[src/rtl/ifu.sv]
// Instruction fetch unit: PC, request/grant/response fetch to instruction memory,
// 2-entry instruction queue feeding IF/ID, redirect with in-flight response dropping.
module ifu #(
   parameter logic [31:0] RESET_PC = 32'h0000_0000
) (
   input  logic        clk,
   input  logic        rst,
   input  logic        jump_en_i,
   input  logic [31:0] jump_addr_i,
   input  logic        hold_i,
   output logic        imem_req_o,
   output logic [31:0] imem_addr_o,
   input  logic        imem_gnt_i,
   input  logic        imem_rvalid_i,
   input  logic [31:0] imem_rdata_i,
   output logic [31:0] inst_o,
   output logic [31:0] inst_addr_o,
   output logic        inst_valid_o
);

   localparam logic [31:0] NOP = 32'h0000_0013;

   logic [31:0] pc_reg, pc_next;
   logic [1:0]  out_cnt_reg, out_cnt_next;
   logic [1:0]  drop_cnt_reg, drop_cnt_next;
   logic [1:0]  count_reg, count_next;
   logic        aq_wr_reg, aq_rd_reg;
   logic        iq_wr_reg, iq_rd_reg;
   logic [31:0] aq_mem [2];
   logic [31:0] iq_addr_mem [2];
   logic [31:0] iq_inst_mem [2];

   logic        pop, grant, resp_keep;
   logic [2:0]  occupancy;
   logic [31:0] jump_target;

   // Low address bits of the redirect target are ignored.
   assign jump_target = jump_addr_i & ~32'h0000_0003;

   assign inst_valid_o = (count_reg != 2'd0);
   assign pop          = inst_valid_o & ~hold_i & ~jump_en_i;
   // Slots committed after this cycle's pop; a request only goes out if one stays free.
   assign occupancy    = {1'b0, out_cnt_reg} + {1'b0, count_reg} - {2'b00, pop};
   assign imem_req_o   = rst & ~jump_en_i & (occupancy < 3'd2);
   assign imem_addr_o  = pc_reg;
   assign grant        = imem_req_o & imem_gnt_i;
   assign resp_keep    = imem_rvalid_i & ~jump_en_i & (drop_cnt_reg == 2'd0);

   assign inst_o      = inst_valid_o ? iq_inst_mem[iq_rd_reg] : NOP;
   assign inst_addr_o = inst_valid_o ? iq_addr_mem[iq_rd_reg] : 32'h0000_0000;

   always_comb begin
      pc_next       = pc_reg;
      out_cnt_next  = out_cnt_reg + {1'b0, grant} - {1'b0, imem_rvalid_i};
      drop_cnt_next = drop_cnt_reg;
      count_next    = count_reg + {1'b0, resp_keep} - {1'b0, pop};
      if (jump_en_i) begin
         pc_next       = jump_target;
         drop_cnt_next = out_cnt_reg - {1'b0, imem_rvalid_i};
         count_next    = 2'd0;
      end else begin
         if (grant)
            pc_next = pc_reg + 32'd4;
         if (imem_rvalid_i && drop_cnt_reg != 2'd0)
            drop_cnt_next = drop_cnt_reg - 2'd1;
      end
   end

   always_ff @(posedge clk) begin
      if (!rst) begin
         pc_reg       <= RESET_PC;
         out_cnt_reg  <= 2'd0;
         drop_cnt_reg <= 2'd0;
         count_reg    <= 2'd0;
         aq_wr_reg    <= 1'b0;
         aq_rd_reg    <= 1'b0;
         iq_wr_reg    <= 1'b0;
         iq_rd_reg    <= 1'b0;
      end else begin
         pc_reg       <= pc_next;
         out_cnt_reg  <= out_cnt_next;
         drop_cnt_reg <= drop_cnt_next;
         count_reg    <= count_next;
         if (grant)
            aq_wr_reg <= ~aq_wr_reg;
         if (imem_rvalid_i)
            aq_rd_reg <= ~aq_rd_reg;
         if (jump_en_i) begin
            iq_rd_reg <= iq_wr_reg;
         end else begin
            if (resp_keep)
               iq_wr_reg <= ~iq_wr_reg;
            if (pop)
               iq_rd_reg <= ~iq_rd_reg;
         end
      end
   end

   // Queue storage carries no reset; occupancy is tracked by the counters above.
   generate
      for (genvar gi = 0; gi < 2; gi++) begin : g_entry
         always_ff @(posedge clk) begin
            if (grant && aq_wr_reg == 1'(gi))
               aq_mem[gi] <= pc_reg;
            if (resp_keep && iq_wr_reg == 1'(gi)) begin
               iq_addr_mem[gi] <= aq_mem[aq_rd_reg];
               iq_inst_mem[gi] <= imem_rdata_i;
            end
         end
      end
   endgenerate

endmodule
[config.mk]
export PLATFORM = sky130hd
export DESIGN_NAME = ifu
export DESIGN_NICKNAME = d
export VERILOG_FILES = /design/src/rtl/ifu.sv
export SDC_FILE = /design/constraint.sdc
export NUM_CORES = 1
export LEC_CHECK = 0
export BUFFER_PORTS_ARGS = -buffer_cell sky130_fd_sc_hd__buf_2
export CAP_MARGIN = 20
export CELL_PAD_IN_SITES_DETAIL_PLACEMENT = 0
export CELL_PAD_IN_SITES_GLOBAL_PLACEMENT = 1
export CORE_AREA = 2 2 156 158
export DETAILED_ROUTE_END_ITERATION = 8
export DIE_AREA = 0 0 158 160
export GPL_ROUTABILITY_DRIVEN = 0
export PLACE_DENSITY_LB_ADDON = 0.2
export SYNTH_ARGS = -nofsm -noshare
export SYNTH_HDL_FRONTEND = slang
export SYNTH_SLANG_ARGS = --single-unit
[constraint.sdc]
create_clock -name clk -period 11.18 [get_ports clk]
set_clock_uncertainty 0.1 [all_clocks]
set_input_delay 1.118 -clock clk [delete_from_list [all_inputs] [get_ports clk]]
set_output_delay 1.118 -clock clk [all_outputs]
set_load 0.02 [all_outputs]
* Yosys cells after proc, flatten, opt, wreduce, memory -nomap -nowiden
Memory sizes are Yosys's and may differ from the RTL's. A register that Yosys moved wholly into a read port is not among the register bits.
Cells that the tools add are included.
** Word-level totals
- Bits in registers :: 42
- Bits in writable memories :: 192
- Word-level logic and storage cells :: 83
- Memories kept :: 3
** Operators by class
- Add/subtract/negate cells :: 9
- $lt $le $gt $ge :: 1
- Muxes and demuxes :: 31
- Bitwise gates (word level) :: 14
- Reduce and logical (&&, ||, !) cells :: 16
** Memories
- aq_mem :: words 2, width 32, read ports 1, clocked after memory_dff 1, write ports 1, line 29 : logic [31:0] aq_mem [2];
- iq_addr_mem :: words 2, width 32, read ports 1, clocked after memory_dff 1, write ports 1, line 30 : logic [31:0] iq_addr_mem [2];
- iq_inst_mem :: words 2, width 32, read ports 1, clocked after memory_dff 1, write ports 1, line 31 : logic [31:0] iq_inst_mem [2];
** Operator list (count)
- $mux W32 :: 7
- $reduce_or A32 Y1 :: 3
- $add A32 B3 Y32 const B :: 1
- $mux W1 :: 22
- $reduce_bool A2 Y1 :: 5
- $and A1 B1 Y1 :: 7
- $not A1 Y1 :: 7
- $sub A2 B1 Y2 :: 3
- $logic_and A1 B1 Y1 :: 5
- $add A2 B1 Y2 :: 2
- $mux W2 :: 2
- $add A2 B2 Y3 :: 1
- $lt A3 B2 Y1 const B :: 1
- $sub A3 B1 Y3 :: 1
- $logic_not A2 Y1 :: 1
- $reduce_and A2 Y1 :: 1
- $reduce_or A2 Y1 :: 1
- $sub A2 B1 Y2 const B :: 1

* Depth between registers and ports, before layout
- Depth after elaboration :: 12
- Gate-level depth with buffers :: 16
- Mapped depth without buffers :: 13

* Least setup slack after synthesis
OpenSTA, ideal clock, no wires.
- Path type :: input to register
- Start :: input port jump_en_i
- End :: memory iq_addr_mem[1][10] (enable)
- Library setup time :: 0.571 ns
- Arrival time :: 6.090 ns
- Setup slack :: 4.419 ns
- Cell stages on the path :: 3
- Buffers on the path :: 2
- Cell sequence :: clkbuf_1 > clkbuf_1 > nor3b_1
** On the way
- Longest elaborated chain between the ends :: 8
- Elaborated cells on any way between the ends :: 12
- Those cells by class :: 6 x mux; 3 x bitwise; 3 x reduce/logical
** Ends and longest elaborated chain
- from (decl) :: line 8 : input logic jump_en_i,
- $not A1 Y1 (no source line) *
- $and A1 B1 Y1 * (2 in series) :: line 47 : assign resp_keep = imem_rvalid_i & ~jump_en_i & (drop_cnt_reg == 2'd0);
- $logic_and A1 B1 Y1 :: line 105 : if (resp_keep && iq_wr_reg == 1'(gi)) begin
- $mux W1 :: line 105
- $mux W1 (not written as such) :: line 106 : iq_addr_mem[gi] <= aq_mem[aq_rd_reg];
- $reduce_or A32 Y1 (no source line)
- $mux W1 (no source line)
- to (decl) :: line 30
Every way passes the cells marked *; elsewhere a longest branch is shown, timed or not.

* Final worst setup path
- Start :: input port jump_en_i
- End :: register out_cnt_reg[1]
** On the way
- Longest elaborated chain between the ends :: 8
- Elaborated cells on any way between the ends :: 9
- Those cells by class :: 3 x add/sub; 1 x order compare; 5 x bitwise
** Ends and longest elaborated chain
- $not A1 Y1 (no source line) *
- $and A1 B1 Y1 :: line 41 : assign pop = inst_valid_o & ~hold_i & ~jump_en_i;
- $sub A3 B1 Y3 :: line 43 : assign occupancy = {1'b0, out_cnt_reg} + {1'b0, count_reg} - {2'b00, pop};
- $lt A3 B2 Y1 :: line 44 : assign imem_req_o = rst & ~jump_en_i & (occupancy < 3'd2);
- $and A1 B1 Y1 * :: line 44
- $and A1 B1 Y1 * :: line 46 : assign grant = imem_req_o & imem_gnt_i;
- $add A2 B1 Y2 * :: line 54 : out_cnt_next = out_cnt_reg + {1'b0, grant} - {1'b0, imem_rvalid_i};
- $sub A2 B1 Y2 * :: line 54
- to (signal assigned) :: line 81 : out_cnt_reg <= out_cnt_next;
- to (decl) :: line 24 : logic [1:0] out_cnt_reg, out_cnt_next;
Marks and branches as above.
A chain may end at the register's enable or synchronous reset.

==> summary.md <==
| Metric | Value |
|---|---|
| DRT iter0 DRCs | `approximately 360` |
| Number of buffer cells added on primary ports | `about 160` |
| Most frequent cells in the layout | `edfxtp_1 (184), buf_2 (162), nor2_1 (82)` |
| Routed vias/inst | `around 5.0` |
| Synthesized area | `0.00930 mm^2` |
| TritonCTS sink count | `226` |
| Root buffer cell | `clkbuf_16` |
| Average cell area after synthesis | `13.8 um^2` |
| Relative max-transition margin | `23.7%` |
| Multi-input gate area in the final layout | `between 0.002 and 0.003 mm^2` |
| Starting density of the core | `between 30% and 40%` |
| Total global routing track utilization | `16.1%` |
| Result of the run | `finished clean` |
| Post-place instance area | `around 0.010 mm^2` |
| Distinct cell type count after synthesis | `53` |
| Maximum fanout along the worst path | `39` |
| First element of the critical path | `jump_en_i` |
| Number of diodes | `0` |
| Wire length of the first global-routing pass | `approximately 32,000 um` |
| Start of the worst register-to-register path | `count_reg[1]$_SDFF_PP0_` |
| Number of buffers inserted by hold repair at cts | `0` |
| Flip-flop and latch count after synthesis | `226` |
| Internal reg-to-reg setup slack | `between 6 and 7 ns` |
| Number of flip-flops under the largest register name | `64` |
| Critical path data required time | `11.45 ns` |
| Via count of the routed design | `just under 6,000` |
| Number of synthesized flops with an enable pin | `between 150 and 200` |
| Post-DRT Antenna Nets | `0` |
| Htree depth | `1` |
| Post-route cell area | `around 0.011 mm^2` |
| RSZ-0062 raised after global routing | `no` |
| Largest reg by FF count | `iq_inst_mem` |
| Highest clock frequency the design can meet | `between 0.2 and 0.25 GHz` |
| Worst hold-check path type | `reg -> reg` |
| Placeable Area | `0.0238 mm^2` |
| Commonest register cell after synthesis | `edfxtp_1` |
| Count of fill cells added during filler insertion | `around 2,200` |
| DRC violations left | `0` |
| Largest net degree at the start of global routing | `63` |
| HPWL reported at the end of detailed placement | `~13,000 um` |
| Total negative slack for setup checks | `0 ns` |
| Number of instances resized during post-cts repair | `0` |
| Top-area cell type share of the netlist area | `between 50% and 60%` |
| Bufs on Longest Clock Path | `3` |
| Number of iterations in the first detailed-routing pass | `4` |
| Lkg Pwr | `between 4 and 5 nW` |
| Vias in the first global route | `a little under 6,000` |
| Data arrival time of the critical path | `approximately 5.2 ns` |
| Endpoint of the most critical register-to-register path | `out_cnt_reg[1]$_SDFF_PN0_` |
| I/O pin count | `roughly 170` |
| Pwr Total | `between 1.5 and 2 mW` |
| Number of violations of the max-capacitance limit | `0` |
| Clock-pin slew of the registers on the worst-case setup and hold paths | `approximately 0.060 ns` |
| Vert. Die Dim | `approximately 160 um` |
| Final period util | `44.0%` |
| Horizontal die dimension | `around 160 um` |
| Async SR Flop Fraction | `0%` |
| Num CTS Buffers | `25` |
| Worst Reg-to-Reg Cells | `13` |
| Cell count after synthesis | `a little under 700` |
| Area of the die | `approximately 0.025 mm^2` |
| Post-layout utilization of the core | `around 47%` |
| Synth Warn # | `0` |
| Classification of the worst setup path | `in -> reg` |
| Period minus WS final | `4.92 ns` |
| Largest registers in the final layout | `iq_inst_mem (64), aq_mem (60), iq_addr_mem (60)` |
| Initial antenna violation count | `0` |
| Total number of nets in the final design | `a little over 900` |
| Site Rows | `between 50 and 60` |
| Critical path endpoint | `out_cnt_reg[1]$_SDFF_PN0_` |
| Sequential area share after synthesis | `68.4%` |
| Fraction of layout cells with a size suffix above 1 | `just under 30%` |
| Post-CTS Setup Repair Bufs | `0` |
| Clock tree from TritonCTS | `done` |
| Peak supply drop | `0.0739 mV` |
| Routed WL | `20,900 um` |
| Final-report hold violation count | `0` |
| Routed length per placed instance | `17.7 um` |
| Worst Setup Start Kind | `primary input` |
| Slew Viols, Final | `0` |
| Post-synthesis cell type with the largest combined area | `edfxtp_1` |
| Latest clock arrival within the worst-skew pair | `roughly 0.5 ns` |
| # setup viols final | `0` |
| Total gr overflow | `0` |
| Power density relative to cell area | `172 mW/mm^2` |
| Hold Path Origin | `aq_rd_reg$_SDFFE_PN0P_` |
| Critical Path End Type | `register` |
| Pin slew with the least headroom to its limit | `between 1 and 1.5 ns` |
| Area taken by flip-flops and latches | `roughly 0.0064 mm^2` |
| Biggest area contributors in the synthesized netlist | `edfxtp_1 (59%), dfxtp_1 (9.0%), mux2i_1 (7.0%), mux2_2 (3.9%), nor2_1 (3.4%)` |
| Layout area overhead | `20.4%` |
| Most common cell after layout, fill and taps aside | `edfxtp_1` |
worst max-delay path: stages:
cell and delay, ns:
buf_2 0.35, nor4_1 0.45, o21ai_0 0.20, fa_1 0.40, xor2_1 0.19, and4_1 0.89
inv_2 0.54, ha_1 0.45, inv_1 0.04, ha_1 0.18, xor2_1 0.15, xnor2_1 0.13
nor2_1 0.05
power by group:
group	switching, mW	internal, mW
Sequential	0.0299	0.956
Clock	0.309	0.455
Combinational	0.111	0.0688
Total	0.450	1.48
cells by family (layout without fill, tap and decap cells):
group,count (synthesis),in the layout,synth area share [%]
buffers and inverters,54,229,2.46
flip-flops,226,226,68.4
XOR/XNOR,16,16,1.51
AO/OA/AOI/OAI,80,80,5.52
AND/OR/NAND/NOR,192,192,10.0
adder cells (fa/ha/maj),8,8,1.16
other,1,4,0.0403
multiplexers,97,97,10.9
through the flow:
stage / hold WS (ns) / std cells / worst slack [ns]
6_report: 0.416 / 1176 / 6.26
5_1_grt: 0.466 / 1176 / 6.00
4_1_cts: 0.421 / 1176 / 6.31
3_5_place_dp: 0.402 / 1131 / 5.74
3_3_place_gp: 0.392 / 1130 / 5.85
2_1_floorplan: 0.380 / 677 / 4.42
worst min path at each step:
stage,depth (start not counted),end,slack (ns)
final,2,register,0.42
after global routing,0,aq_mem[1][9]$_DFFE_PP_,0.47
after CTS,2,register,0.42
after detailed placement,2,register,0.40
after global placement,2,register,0.39
after floorplan,2,register,0.38
Yosys cell counts (5+ instances only):
master	instances
a211oi_1	6
a21oi_1	19
a31oi_1	14
and2_1	7
buf_2	9
clkbuf_1	27
dfxtp_1	42
edfxtp_1	184
ha_1	7
inv_1	12
mux2_2	32
mux2i_1	65
nand2_1	32
nand3_1	17
nand4_1	13
nor2_1	84
nor3_1	9
o21a_1	5
o21ai_0	15
or4_1	5
xnor2_1	10
xor2_1	6
cell type report:
class | instances | area share (%)
tap | 324 | 3.62
multi-input combinational | 397 | 24.4
sequential | 226 | 56.9
inverter | 14 | 0.469
clock buffer | 37 | 6.25
clock inverter | 8 | 0.592
timing repair buffer | 170 | 7.77
routing by layer:
metal / vias to the layer above / global-route usage (%) / wire (um)
met5: - / 0 / 0
met1: 2856 / 21.1 / 9130
met4: 0 / 5.00 / 465
met2: 179 / 27.0 / 10000
met3: 28 / 3.26 / 1230
li1: 2837 / - / -
Note: power is estimated with default switching activity, not from simulation.
